--- src/rtl/mips_pkg.sv ---
//------------------------------------------------------------------------------
// mips_pkg : shared types and defaults for the MIPS pipeline front end
// Rev 1.0
//------------------------------------------------------------------------------
`default_nettype none

package mips_pkg;

    localparam logic [31:0] RESET_PC_DEFAULT  = 32'h0000_0000;
    localparam logic [31:0] NOP_INSTR_DEFAULT = 32'h0000_0000;

    typedef enum logic [1:0] {
        FETCH = 2'd0,
        HELD  = 2'd1,
        DRAIN = 2'd2
    } fetch_state_t;

    typedef struct packed {
        logic [31:0] instr;
        logic [31:0] pcplus4;
        logic        valid;
    } if_id_t;

endpackage

`default_nettype wire

--- src/rtl/if_id_reg.sv ---
//------------------------------------------------------------------------------
// if_id_reg : IF/ID pipeline register with hold (en low) and flush/bubble (clr)
// Rev 1.0
//------------------------------------------------------------------------------
`default_nettype none

module if_id_reg
    import mips_pkg::*;
#(
    parameter logic [31:0] NOP_INSTR = NOP_INSTR_DEFAULT
) (
    input  logic   clk,
    input  logic   rst_n,
    input  logic   en,
    input  logic   clr,
    input  if_id_t d,
    output if_id_t q
);

    // A bubble or flush keeps pcplus4 from the last real instruction.
    always_ff @(posedge clk or negedge rst_n) begin
        if (!rst_n) begin
            q.instr   <= NOP_INSTR;
            q.pcplus4 <= 32'h0;
            q.valid   <= 1'b0;
        end else if (en) begin
            if (clr) begin
                q.instr <= NOP_INSTR;
                q.valid <= 1'b0;
            end else begin
                q <= d;
            end
        end
    end

endmodule

`default_nettype wire

--- src/rtl/fetch_stage.sv ---
//------------------------------------------------------------------------------
// fetch_stage : MIPS IF stage with instruction-memory handshake and IF/ID reg
// Rev 1.0
//------------------------------------------------------------------------------
`default_nettype none

module fetch_stage
    import mips_pkg::*;
#(
    parameter logic [31:0] RESET_PC  = RESET_PC_DEFAULT,
    parameter logic [31:0] NOP_INSTR = NOP_INSTR_DEFAULT
) (
    input  logic        clk,
    input  logic        reset_n,
    input  logic        stall_f,
    input  logic        stall_d,
    input  logic        pcsrc_d,
    input  logic        jump_d,
    input  logic [31:0] pcbranch_d,
    input  logic [31:0] pcjump_d,
    output logic        imem_req,
    output logic [31:0] imem_addr,
    input  logic        imem_ready,
    input  logic [31:0] imem_rdata,
    output logic [31:0] instr_d,
    output logic [31:0] pcplus4_d,
    output logic        valid_d
);

    fetch_state_t state;
    fetch_state_t state_next;

    logic [31:0] pc_f;
    logic [31:0] hold_buf;
    logic [31:0] drain_addr;
    logic [31:0] fetch_addr;

    logic        stall;
    logic        redirect;
    logic [31:0] target;
    logic [31:0] pc_plus4;
    logic        load;
    if_id_t      if_id_d;
    if_id_t      if_id_q;

    assign stall    = stall_f | stall_d;
    assign redirect = (pcsrc_d | jump_d) & ~stall;
    assign target   = jump_d ? pcjump_d : pcbranch_d;
    assign pc_plus4 = pc_f + 32'd4;

    // An instruction is accepted either straight from memory or from the hold buffer.
    assign load = ~redirect & ~stall &
                  (((state == FETCH) & imem_ready) | (state == HELD));

    assign if_id_d.instr   = (state == HELD) ? hold_buf : imem_rdata;
    assign if_id_d.pcplus4 = pc_plus4;
    assign if_id_d.valid   = 1'b1;

    always_ff @(posedge clk or negedge reset_n) begin
        if (!reset_n) begin
            state <= FETCH;
        end else begin
            state <= state_next;
        end
    end

    always_comb begin
        state_next = state;
        case (state)
            FETCH: begin
                if (redirect && !imem_ready) begin
                    state_next = DRAIN;
                end else if (!redirect && imem_ready && stall) begin
                    state_next = HELD;
                end
            end
            HELD: begin
                if (redirect || !stall) begin
                    state_next = FETCH;
                end
            end
            DRAIN: begin
                if (imem_ready) begin
                    state_next = FETCH;
                end
            end
            default: state_next = FETCH;
        endcase
    end

    always_comb begin
        imem_req   = (state != HELD);
        fetch_addr = (state == DRAIN) ? drain_addr : pc_f;
        imem_addr  = fetch_addr & ~32'h3;
    end

    // pc_f always tracks the next correct-path fetch; a draining request keeps its own address.
    always_ff @(posedge clk or negedge reset_n) begin
        if (!reset_n) begin
            pc_f       <= RESET_PC;
            hold_buf   <= 32'h0;
            drain_addr <= 32'h0;
        end else begin
            case (state)
                FETCH: begin
                    if (redirect) begin
                        pc_f <= target;
                        if (!imem_ready) begin
                            drain_addr <= pc_f;
                        end
                    end else if (imem_ready) begin
                        if (stall) begin
                            hold_buf <= imem_rdata;
                        end else begin
                            pc_f <= pc_plus4;
                        end
                    end
                end
                HELD: begin
                    if (redirect) begin
                        pc_f <= target;
                    end else if (!stall) begin
                        pc_f <= pc_plus4;
                    end
                end
                DRAIN: begin
                    if (redirect) begin
                        pc_f <= target;
                    end
                end
                default: ;
            endcase
        end
    end

    if_id_reg #(
        .NOP_INSTR (NOP_INSTR)
    ) u_if_id_reg (
        .clk   (clk),
        .rst_n (reset_n),
        .en    (~stall),
        .clr   (redirect | ~load),
        .d     (if_id_d),
        .q     (if_id_q)
    );

    assign instr_d   = if_id_q.instr;
    assign pcplus4_d = if_id_q.pcplus4;
    assign valid_d   = if_id_q.valid;

endmodule

`default_nettype wire

--- config.mk ---
export PLATFORM = sky130hd
export DESIGN_NAME = fetch_stage
export DESIGN_NICKNAME = d
export VERILOG_FILES = /design/src/rtl/mips_pkg.sv /design/src/rtl/if_id_reg.sv /design/src/rtl/fetch_stage.sv
export SDC_FILE = /design/constraint.sdc
export NUM_CORES = 1
export LEC_CHECK = 0
export CAP_MARGIN = 0
export CORE_MARGIN = 5
export CORE_UTILIZATION = 46
export CTS_BUF_LIST = sky130_fd_sc_hd__clkbuf_4
export DETAILED_ROUTE_END_ITERATION = 16
export GPL_ROUTABILITY_DRIVEN = 1
export MAX_ROUTING_LAYER = met4
export PLACE_DENSITY = 0.78
export RECOVER_POWER = 100
export SLEW_MARGIN = 20
export SYNTH_ARGS = -nofsm -noshare
export SYNTH_HDL_FRONTEND = slang
export SYNTH_SLANG_ARGS = --single-unit
--- constraint.sdc ---
create_clock -name clk -period 1.7 [get_ports clk]
set_input_delay 0.255 -clock clk [delete_from_list [all_inputs] [get_ports clk]]
set_output_delay 0.255 -clock clk [all_outputs]
set_load 0.02 [all_outputs]
==> results_dict.tcl <==
set metrics [dict create \
    outcome "finished with violations" \
    violations "setup timing" \
    period_share_pct 129 \
    synth_cell_types 58 \
    rsz0062_at_grt "yes" \
    ant_nets 0 \
    cpPeakStageDelay_ns 0.45 \
    worstPathRequired_ns 2.16 \
    hold_viol 0 \
    fillCellCount 932 \
    ff_latch_area_sq_um 4030 \
    ys_warn_count 0 \
    grt_pass1_vias 7952 \
    min_period_ns 2.19 \
    cts_buffer_depth 2 \
    drc 0 \
    synth.avg_cell_area_sq_um 9.83 \
    die_y_microns 143 \
    end_kind "register" \
    synth_top_family_by_area "multiplexers" \
    hold_slack_ns 0.294 \
    antenna_found_initial 1 \
    cts.sinks 161 \
    tightest_slew_ns 1.05 \
    synth.area.mux_share_pct 15.9 \
    maxSlewHeadroom_pct 29.9 \
    r2r_slack_ns -0.49 \
    syn2layout_area_growth_pct 70.1 \
    port_buffers 198 \
    multi_input_area_sq_um 5090 \
    grt_max_degree 41 \
    synth_area_sq_um 8110 \
    yosys.area.top_type "dfrtp_1" \
    grt_remaining_overflow 0 \
    rows 48 \
    p_int_mw 9.27 \
    first_pass_iters 6 \
    finish.utilization_pct 79.8 \
    power_frac_seq_pct 38.0 \
    routed_wl_microns 34900 \
    clk_pin_slew_ns 0.15 \
    synth-simple-area-share_pct 15.9 \
    clockPowerShare_pct 14.3 \
    crit_slowest_cell "dfrtp_1" \
    ys_seq_area_share_pct 49.7 \
    synthAdderAreaFrac_pct 0.154 \
    place_hpwl_microns 17700 \
    critical_path_arrival_ns 2.65 \
    ys_top_cells_by_area "dfrtp_1 50%, mux2_2 10%, nand2_1 8.8%, mux2i_1 5.8%, o21ai_0 4.8%" \
    async_flop_share_pct 100 \
    die_w_microns 143 \
    fin_nets 1270 \
    initialDrtViolationCount 981 \
    numCtsBuffers 17 \
    h-tree-depth 4 \
    swShare_pct 40.4 \
    crit_type "reg2reg" \
    grt_pass1_wl_microns 42100 \
    top_level_ports 201 \
    synth_edf_count 0 \
    fmax_mhz 456 \
    startpoint_type "register" \
    syn-instance-count 825 \
    post-place-ws_ns -0.662 \
    hold_class "in2reg" \
    cts_tree "yes" \
    setup_viol 157 \
    synth_top_flop_cell "dfrtp_1" \
    wl_per_cell_microns 24.8 \
    grt.total_usage_pct 27.1 \
    pwr_density_cell_nw_per_um2 1130 \
    tns_ns -25.86 \
    place_congestion 0.906 \
    fin_ws_ns -0.492 \
    worstHoldStart "imem_rdata[24]" \
    cts_root_buf "clkbuf_4" \
    drive_gt1_share_pct 49.0 \
    core_sq_um 17300 \
    cp-startpoint "pc_f[9]" \
    fin_skew_ns 0.0265 \
    ir_drop_uv 725 \
    die_area_sq_um 20400 \
    cp_max_fo 3 \
    synth_top_cell_area_share_pct 49.7 \
    drv_cap 0 \
    vias_per_cell 6.19 \
    yosys_register_bits 161 \
    pwr-share-comb_pct 47.7 \
    path_cells "nand3_2, buf_6, nor4_4, buf_4, nand4_1, xor2_1, o21ai_1" \
    r2r_start "pc_f[9]" \
    synth-xor-area-share_pct 3.02 \
    via_count 8698 \
    p_switching_mw 6.28 \
    synth_compound_area_share_pct 11.6 \
    worst_skew_pair.late_latency_ns 0.58 \
    slew_violations 0 \
    synth.most_common_cell "nand2_1" \
    power_leakage_nw 6.33 \
    start_util_pct 46.9 \
    synthTopCellsByCount "191 x nand2_1, 161 x dfrtp_1, 78 x o21ai_0" \
]
-- through the flow --
stage | power, mW | cell area (sq um) | instances
after global routing | 16.1 | 13800 | 1405
after detailed placement | 11.3 | 11200 | 1299
after global placement | 11.1 | 11200 | 1299
after CTS | 13.8 | 12500 | 1369
final | 15.6 | 13800 | 1405
after floorplan | 8.55 | 8200 | 826
-- power by group through the flow --
stage	clock [mW]	combinational [mW]	sequential [mW]
floorplan	0	2.59	5.96
global placement	0	5.55	5.58
detailed placement	0	5.67	5.65
CTS	2.20	6.02	5.60
global route	2.37	7.74	5.99
finish	2.22	7.42	5.91
-- sequential cells by signal, summed over array words and instances, names as in the netlist --
| name | cells |
|---|---|
| state | 2 |
| pc_f | 32 |
| drain_addr | 30 |
| u_if_id_reg.q | 65 |
| hold_buf | 32 |
-- final timing paths --
| check | cells after the start | end |
|---|---|---|
| worst max-delay path | 7 | u_if_id_reg.q[22] |
| worst min-delay path | 2 | hold_buf[24] |
| worst max register to register | 7 | u_if_id_reg.q[22] |
| worst min register to register | 2 | u_if_id_reg.q[61] |
| max in group asynchronous | 3 | hold_buf[8] |
| min in group asynchronous | 2 | pc_f[7] |
-- layer usage --
| layer | wire length [microns] | vias to the layer above | share of wire, % | global-route usage, % |
|---|---|---|---|---|
| li1 | - | 3574 | - | - |
| met1 | 12500 | 4278 | 36 | 34.3 |
| met4 | 2440 | 0 | 7.0 | 10.5 |
| met3 | 3080 | 218 | 8.8 | 4.15 |
| met2 | 16800 | 628 | 48 | 44.0 |
| met5 | 0 | - | 0 | - |
-- worst max-delay path, delay by kind of cell (launching register included) --
family | cells | cell delay [ns]
buffers and inverters | 2 | 0.34
AO/OA/AOI/OAI | 1 | 0.13
AND/OR/NAND/NOR | 3 | 0.75
flip-flops | 1 | 0.45
XOR/XNOR | 1 | 0.39
-- placed cells by master, fill, tap and decap left out, types with 54 or more instances in the layout --
cell	n
mux2_2	72
buf_4	93
dfrtp_1	158
dlygate4sd2_1	65
nand2_1	97
buf_6	67
nand2_2	55
clkdlybuf4s50_1	100
o21ai_2	54
-- cells by family after synthesis --
group,Yosys count
adder cells (fa/ha/maj),1
multiplexers,120
XOR/XNOR,28
AND/OR/NAND/NOR,291
AO/OA/AOI/OAI,154
buffers and inverters,69
other,1
flip-flops,161
-- cell type report --
type	count	share of cell area [%]
Tap cell	225	2.04
Inverter	2	0.0544
Clock inverter	13	0.807
Timing Repair Buffer	387	29.9
Multi-Input combinational cell	597	36.9
Sequential cell	161	29.2
Clock buffer	19	1.03
Antenna cell	1	0.0181
-- what timing repair did --
action	in CTS	in global routing
gates resized for setup	426	280
endpoints found under the setup margin	154	159
endpoints found under the hold margin	140	0
hold buffers	1	0
setup buffers	24	29
pin swaps	61	121
gates cloned	14	15
No activity file was read; power rests on OpenSTA's default activity.
==> RTL change: new RTL, same flow settings <==
The 3 states of `fetch_state_t` get a one-hot encoding in 3 bits.
--- a/src/rtl/mips_pkg.sv
+++ b/src/rtl/mips_pkg.sv
@@ -9,10 +9,10 @@
     localparam logic [31:0] RESET_PC_DEFAULT  = 32'h0000_0000;
     localparam logic [31:0] NOP_INSTR_DEFAULT = 32'h0000_0000;
 
-    typedef enum logic [1:0] {
-        FETCH = 2'd0,
-        HELD  = 2'd1,
-        DRAIN = 2'd2
+    typedef enum logic [2:0] {
+        FETCH = 3'b001,
+        HELD  = 3'b010,
+        DRAIN = 3'b100
     } fetch_state_t;
 
     typedef struct packed {
Check against the original RTL: same outputs for any inputs over 4 cycles, from zero or initial values and one cycle with reset_n low; so few cycles prove little.
==> RTL change against the original RTL <==
The run still ends with setup timing left. Synthesized cell count shrank 6.7%. Maximum frequency fell by 5.8%. Core utilization down 6.6 points. Via count shrank 16%. Cell area fell by 8.3%. Clock skew fell by 8.2 ps. Wire length decreased by 24%. Worst setup slack lost 130 ps. Area after synthesis up 0.29%. Largest cell class unchanged. Sequential cell count grew 1. Power up 11%.
==> RTL change: results (changes against the original RTL) <==
[timing]
skew_ps = 18.29  ; -8.213 ps
fin_ws_ps = -626.9  ; -135.0 ps
hold_slack_ps = 311.9  ; +17.60 ps
setup-violations-final = 189  ; +20%
finalSetupTns_ps = -73060  ; -47200 ps

[pwr]
combPwrFrac_pct = 50.2  ; +2.5 points
max-vdd-ir-drop_v = 0.0009261  ; +28%
clk-power_mw = 2.29  ; +3%
switching_share_pct = 37.58  ; -2.8 points

[placed_design]
place.gp.congestion = 0.8620  ; -4.9%
post-place-ws_ps = -462.2  ; +199.7 ps

[final_layout]
drive_gt1_share_pct = 37.89  ; -11 points
design_area_um2 = 12650  ; -8.3%
diodes = 0  ; -1
n_fill_cell = 1152  ; +24%

[hold_path]
whs_path_depth = 5  ; +3
min_to = pc_f[28]$_DFFE_PN0P_

[drt]
vias = 7327  ; -16%
post_drt_wl_per_cell_um = 20.28  ; -18%
drtPass1Iterations = 5  ; -1
drtIter0Drc = 359  ; -63%

[global_routing]
grt_util_met2_pct = 42.14  ; -1.8 points
antenna_found_initial = 0  ; -1
grt_pass1_vias = 7552  ; -5.0%
grt_usage_pct = 25.89  ; -1.2 points

[outcome]
violations = setup timing
status = finished, violations left

[logic_synthesis]
synthXorXnorAreaFrac_pct = 3.014  ; -0.0088 points
seq_area_frac_synth_pct = 49.84  ; +0.18 points
netlist_top_cells_count = dfrtp_1, nand2_1, mux2_2
muxShareOfSynthArea_pct = 19.82  ; +3.9 points

[worst_setup_path]
r2r-end = pc_f[23]$_DFFE_PN0P_
critPathLaunch = state[1]$_DFFE_PN0P_

==> RTL change: cell types whose count changed in the layout (fill, tap and decap cells not counted), moves of 11 or more <==
cell     before  now
nand2_2      55    2
nand2_4      40    1
mux2_4        1   28
buf_6        67   47
o21ai_2      54   38
a21oi_1       6   17
==> RTL change: what timing repair did <==
action | 4_1_cts | 5_1_grt
endpoints found under the hold margin | 162 | 0
hold buffers | 1 | 0
endpoints found under the setup margin | 223 | 190
gates resized for setup | 346 | 112
cloned | 17 | 4
setup buffers | 18 | 6
pin swaps | 14 | 26
==> RTL change: cell type report <==
cell class | instances | share of cell area [%]
Clock buffer | 22 | 1.305
Multi-Input combinational cell | 543 | 34.58
Timing Repair Buffer | 344 | 28.90
Sequential cell | 162 | 32.05
Clock inverter | 9 | 0.8800
Tap cell | 225 | 2.225
Inverter | 2 | 0.05932
==> RTL change: metal layers <==
layer,part of all wire [%],vias up,wire length [um]
li1,-,3364,-
met1,40,3587,10510
met2,50,327,13130
met3,8.0,49,2121
met4,2.8,0,739
met5,0,-,0
